## src/rtl/sha256_mem_responder.sv

```systemverilog
// Memory-side responder for the simplified_sha256 core: owns the message/digest RAM,
// loads a message from the host, starts the core and streams the digest back.
module sha256_mem_responder #(
    parameter int          NUM_OF_WORDS = 20,
    parameter int          DEPTH        = 64,
    parameter logic [15:0] MSG_BASE     = 16'h0000,
    parameter logic [15:0] OUT_BASE     = 16'h0020,
    parameter int          TIMEOUT      = 4
) (
    input  logic        clk,
    input  logic        reset,
    input  logic        in_valid,
    output logic        in_ready,
    input  logic [31:0] in_data,
    output logic        out_valid,
    input  logic        out_ready,
    output logic [31:0] out_data,
    output logic        busy,
    output logic        addr_err,
    output logic        timeout_err,
    output logic        core_start,
    output logic [15:0] core_message_addr,
    output logic [15:0] core_output_addr,
    input  logic        core_done,
    input  logic        mem_we,
    input  logic [15:0] mem_addr,
    input  logic [31:0] mem_write_data,
    output logic [31:0] mem_read_data
);
    localparam int AW = $clog2(DEPTH);
    localparam int CW = $clog2(NUM_OF_WORDS);
    localparam int TW = $clog2(TIMEOUT + 1);
    localparam logic [CW-1:0] CNT_LAST = CW'(NUM_OF_WORDS - 1);
    // timer counts WAIT_BUSY cycles from 0, so the flag lands TIMEOUT cycles after the start pulse
    localparam logic [TW-1:0] TIMER_LAST = TW'(TIMEOUT - 2);

    typedef enum logic [2:0] {LOAD, START, WAIT_BUSY, RUN, DRAIN_RD, DRAIN_OUT} state_t;

    state_t        state_reg, state_next;
    logic [CW-1:0] cnt_reg, cnt_next;
    logic [2:0]    k_reg, k_next;
    logic [TW-1:0] timer_reg, timer_next;
    logic          load_we, drain_rd, timeout_set;
    logic          addr_err_reg, timeout_err_reg;
    logic [31:0]   out_data_reg, mem_read_data_reg;
    logic [31:0]   mem [DEPTH];
    logic          in_range, core_we_ok;
    logic [AW-1:0] core_idx, load_idx, drain_idx;

    assign in_range   = (mem_addr[15:AW] == '0);
    assign core_idx   = mem_addr[AW-1:0];
    assign load_idx   = MSG_BASE[AW-1:0] + AW'(cnt_reg);
    assign drain_idx  = OUT_BASE[AW-1:0] + AW'(k_reg);
    assign core_we_ok = mem_we && in_range && (state_reg == WAIT_BUSY || state_reg == RUN);

    always_comb begin
        state_next  = state_reg;
        cnt_next    = cnt_reg;
        k_next      = k_reg;
        timer_next  = timer_reg;
        in_ready    = 1'b0;
        core_start  = 1'b0;
        out_valid   = 1'b0;
        load_we     = 1'b0;
        drain_rd    = 1'b0;
        timeout_set = 1'b0;
        case (state_reg)
            LOAD: begin
                in_ready = 1'b1;
                if (in_valid) begin
                    load_we = 1'b1;
                    if (cnt_reg == CNT_LAST) begin
                        cnt_next   = '0;
                        state_next = START;
                    end else begin
                        cnt_next = cnt_reg + 1'b1;
                    end
                end
            end
            START: begin
                core_start = 1'b1;
                timer_next = '0;
                state_next = WAIT_BUSY;
            end
            WAIT_BUSY: begin
                if (!core_done) begin
                    state_next = RUN;
                end else if (timer_reg == TIMER_LAST) begin
                    timeout_set = 1'b1;
                    state_next  = LOAD;
                end else begin
                    timer_next = timer_reg + 1'b1;
                end
            end
            RUN: begin
                if (core_done) begin
                    k_next     = '0;
                    state_next = DRAIN_RD;
                end
            end
            DRAIN_RD: begin
                drain_rd   = 1'b1;
                state_next = DRAIN_OUT;
            end
            DRAIN_OUT: begin
                out_valid = 1'b1;
                if (out_ready) begin
                    if (k_reg == 3'd7) begin
                        k_next     = '0;
                        state_next = LOAD;
                    end else begin
                        k_next     = k_reg + 3'd1;
                        state_next = DRAIN_RD;
                    end
                end
            end
            default: state_next = LOAD;
        endcase
    end

    always_ff @(posedge clk or posedge reset) begin
        if (reset) begin
            state_reg         <= LOAD;
            cnt_reg           <= '0;
            k_reg             <= '0;
            timer_reg         <= '0;
            addr_err_reg      <= 1'b0;
            timeout_err_reg   <= 1'b0;
            out_data_reg      <= '0;
            mem_read_data_reg <= '0;
        end else begin
            state_reg <= state_next;
            cnt_reg   <= cnt_next;
            k_reg     <= k_next;
            timer_reg <= timer_next;
            if (!in_range) addr_err_reg <= 1'b1;
            if (timeout_set) timeout_err_reg <= 1'b1;
            if (drain_rd) out_data_reg <= mem[drain_idx];
            mem_read_data_reg <= in_range ? mem[core_idx] : 32'h0;
        end
    end

    // Single write port; the host load takes priority over a (misbehaving) core write.
    always_ff @(posedge clk) begin
        if (load_we) begin
            mem[load_idx] <= in_data;
        end else if (core_we_ok) begin
            mem[core_idx] <= mem_write_data;
        end
    end

    assign busy              = (state_reg != LOAD);
    assign addr_err          = addr_err_reg;
    assign timeout_err       = timeout_err_reg;
    assign out_data          = out_data_reg;
    assign mem_read_data     = mem_read_data_reg;
    assign core_message_addr = MSG_BASE;
    assign core_output_addr  = OUT_BASE;
endmodule

```

## config.mk

```make
export PLATFORM = sky130hd
export DESIGN_NAME = sha256_mem_responder
export DESIGN_NICKNAME = d
export VERILOG_FILES = /design/src/rtl/sha256_mem_responder.sv
export SDC_FILE = /design/constraint.sdc
export NUM_CORES = 2
export LEC_CHECK = 0
export ABC_AREA = 1
export BUFFER_PORTS_ARGS = -buffer_cell sky130_fd_sc_hd__buf_2
export CORE_MARGIN = 3
export CORE_UTILIZATION = 25
export CTS_BUF_LIST = sky130_fd_sc_hd__clkbuf_16
export CTS_CLUSTER_DIAMETER = 100
export DETAILED_ROUTE_END_ITERATION = 6
export HOLD_SLACK_MARGIN = 0.02
export PLACE_DENSITY = 0.5
export SLEW_MARGIN = 20
export SYNTH_ARGS = -nofsm -noshare
export SYNTH_HDL_FRONTEND = slang
export SYNTH_SLANG_ARGS = --single-unit
```

## constraint.sdc

```tcl
create_clock -name clk -period 4.2 [get_ports clk]
set_input_delay 0.42 -clock clk [delete_from_list [all_inputs] [get_ports clk]]
set_output_delay 0.42 -clock clk [all_outputs]
set_load 0.01 [all_outputs]
```

==> reports/metrics.cfg <==
[layout]
layout-drive-gt1-share_pct=10.6
final_nets=7849
largest_reg_flops=2048
syn_to_final_growth_pct=17.5

[synthesis]
synth_compound_area_share_pct=2.31
ys_ff_latch=2128
syn_area_sq_um=87600
synthDistinctLibCells=36
async_reset_ff_share_pct=3.76
synth_mux_area_share_pct=0
synth_edf_count=2048
synth_top_cells_by_area=edfxtp_1 (70%), nand3_1 (10%), nand2_1 (10%)
synth_ff_type=edfxtp_1
synth_top_area_share_pct=70.2
yosys.area_share.simple_pct=22.2
synthCells=7599
yosysTopAreaCell=edfxtp_1
synth_area_per_cell_sq_um=11.5
synthAdderAreaFrac_pct=0.0714
synth-seq-area-share_pct=72.5
synth_top_family_by_area=simple AND/OR/NAND/NOR gates
ys_warn_count=0
synthXorXnorAreaFrac_pct=0.0200

[job]
maxCapViolCount=0

[pwr]
swShare_pct=26.9
p_int_mw=35.4
netSwitchingPower_mw=13.0
clock_power_share_pct=38.0
peakVddDrop_uv=324
power.leakage_nw=36.2
power_per_cell_area_nw_per_um2=470
sequentialPowerShare_pct=49.7
pwr-share-comb_pct=12.3

[die]
die_area_sq_um=357000
fp-row-count=216
dieHeight_microns=598
core_area_sq_um=348000
initial_utilization_pct=25.2
die_w_microns=598
io_pins=188

[sta]
finalCriticalPeriod_ps=3740
slew_headroom_pct=33.9
worst_pin_slew_ps=992
grt_setup_unrepaired=no
setup_violations=0
hold_viol_final=0
post-route-period-util_pct=89.1
fmax_mhz=267
holdWs_ps=121
maxSlewViolCount=0
finalSetupTns_ps=0
skew_ps=71.6

[setup_path]
crit_path_start_kind=flop
worstSetupEndpointType=flop
path_max_fanout=27
worstSetupPathType=flop to flop
cp.required_ps=4740
arrival_ps=4280

[route]
wl_mm=296
drc=1
vias=60405
avgRoutedWirePerCell_microns=23.7
first_pass_iters=7
drtIter0Drc=6954
viasPerCell=4.82
antenna_left=0

[global_routing]
grtUsageTotal_pct=16.1
overflow=0
grt_max_degree=129
antenna_found_initial=9
grt_pass1_vias=57378
grt_pass1_wl_mm=423

[clock_network]
root_buffer=clkbuf_16
cts_resized=0
cts.sinks=2128
cts_setup_buffers=0
clk_path_buf_depth=4
cts_buffers=222
clkSlewWorstSetupHoldPaths_ps=70
insertion_delay_ps=890
cts_tree=done
cts-htree-levels=4

[worst_hold_path]
hold_class=input pin to flop

[place]
place.detailed.hpwl_mm=176
gp_congestion=0.836
io_buffer_count=155

[run_status]
violations=DRC
status=complete, but fails checks

-- critical path, stage by stage (launching register included) --
cell and delay (ps):
dfrtp_1 390, inv_2 310, nand2_1 180, nor2_2 430, nand3_4 290, o21ai_4 390
nand4_1 570, nor2_4 580, buf_12 240
-- worst paths after layout --
kind                                               start                     endpoint  slack [ps]  cells past startpoint
max in group asynchronous                          reset  mem_read_data[16]$_DFF_PP0_        2850                      4
worst min-delay path                   mem_write_data[1]         mem[23][1]$_DFFE_PP_         120                      3
worst min register to register   timeout_err$_DFFE_PP0P_      timeout_err$_DFFE_PP0P_         500                      1
worst max register to register  state_reg[2]$_DFFE_PP0P_         mem[63][6]$_DFFE_PP_         460                      8
min in group asynchronous                          reset     out_data[12]$_DFFE_PP0P_         290                      3
worst max-delay path            state_reg[2]$_DFFE_PP0P_         mem[63][6]$_DFFE_PP_         460                      8
-- repair_timing --
action,4_1_cts,5_1_grt
hold endpoints to repair,65,0
hold buffers,4,0
endpoints found under the setup margin,0,0
-- cell families after synthesis --
logic type      after synthesis
simple gates               4537
flops                      2128
buf+inv                     580
compound gates              345
fa+ha+maj                     5
xor+xnor                      2
other cells                   2
-- cells in the final DEF, fill, tap and decap left out, types with 27 or more instances in the layout --
master,synthesis,routed
a21oi_1,36,36
nor2_1,315,250
inv_1,28,89
o221ai_1,52,52
nor2_4,1,66
buf_4,32,160
edfxtp_1,2048,2048
o22ai_1,32,32
nand3_1,1810,1810
dfrtp_1,80,78
nand2_1,2386,2354
nand2_2,3,35
buf_2,192,150
conb_1,2,32
buf_12,0,132
o21ai_0,205,205
clkinv_2,0,27
clkinv_1,2,64
clkbuf_16,0,225
-- cell type report --
class,count,area (sq um)
fill,35285,245000
inverter,35,163
tap,4578,5730
clock inverter,175,992
antenna,8,20.0
multi-input combinational,4921,22200
timing repair buffer,450,4690
sequential,2128,63500
clock buffer,225,5630
-- metrics by stage --
step / cells / setup slack, ps / instance area [sq um] / power [mW] / utilization [%]
finish: 12520 / 459 / 103000 / 48.4 / 29.6
global route: 12512 / 328 / 103000 / 50.0 / 29.6
CTS: 12512 / 525 / 103000 / 48.8 / 29.6
detailed placement: 12108 / 563 / 96200 / 30.4 / 27.7
global placement: 12108 / 560 / 96200 / 30.4 / 27.7
floorplan: 7629 / 828 / 87700 / 27.6 / -
-- cell usage after synthesis, drive strengths merged, types with 5 or more instances --
master / instances
nand2: 2389
edfxtp: 2048
nand3: 1813
nor2: 317
buf: 302
clkbuf: 243
o21ai: 210
dfrtp: 80
o221ai: 52
a21oi: 36
inv: 33
o22ai: 32
o211ai: 13
nand4: 10
nor3: 6
ha: 5
-- power by group through the flow --
stage / Sequential, mW / Clock [mW] / Combinational [mW]
after floorplan: 24.5 / 0 / 3.11
after global placement: 24.5 / 0 / 5.85
after detailed placement: 24.5 / 0 / 5.92
after CTS: 24.1 / 18.7 / 5.94
after global routing: 24.1 / 19.5 / 6.39
final: 24.1 / 18.4 / 5.93
-- layer usage --
metal / part of all wire, % / track usage (%) / wire (microns)
met1: 43 / 22.5 / 129000
met2: 47 / 26.1 / 139000
met3: 6.8 / 2.08 / 20200
met4: 2.9 / 4.42 / 8560
met5: 0.0044 / 0 / 13
Note: power is estimated with default switching activity, not from simulation.
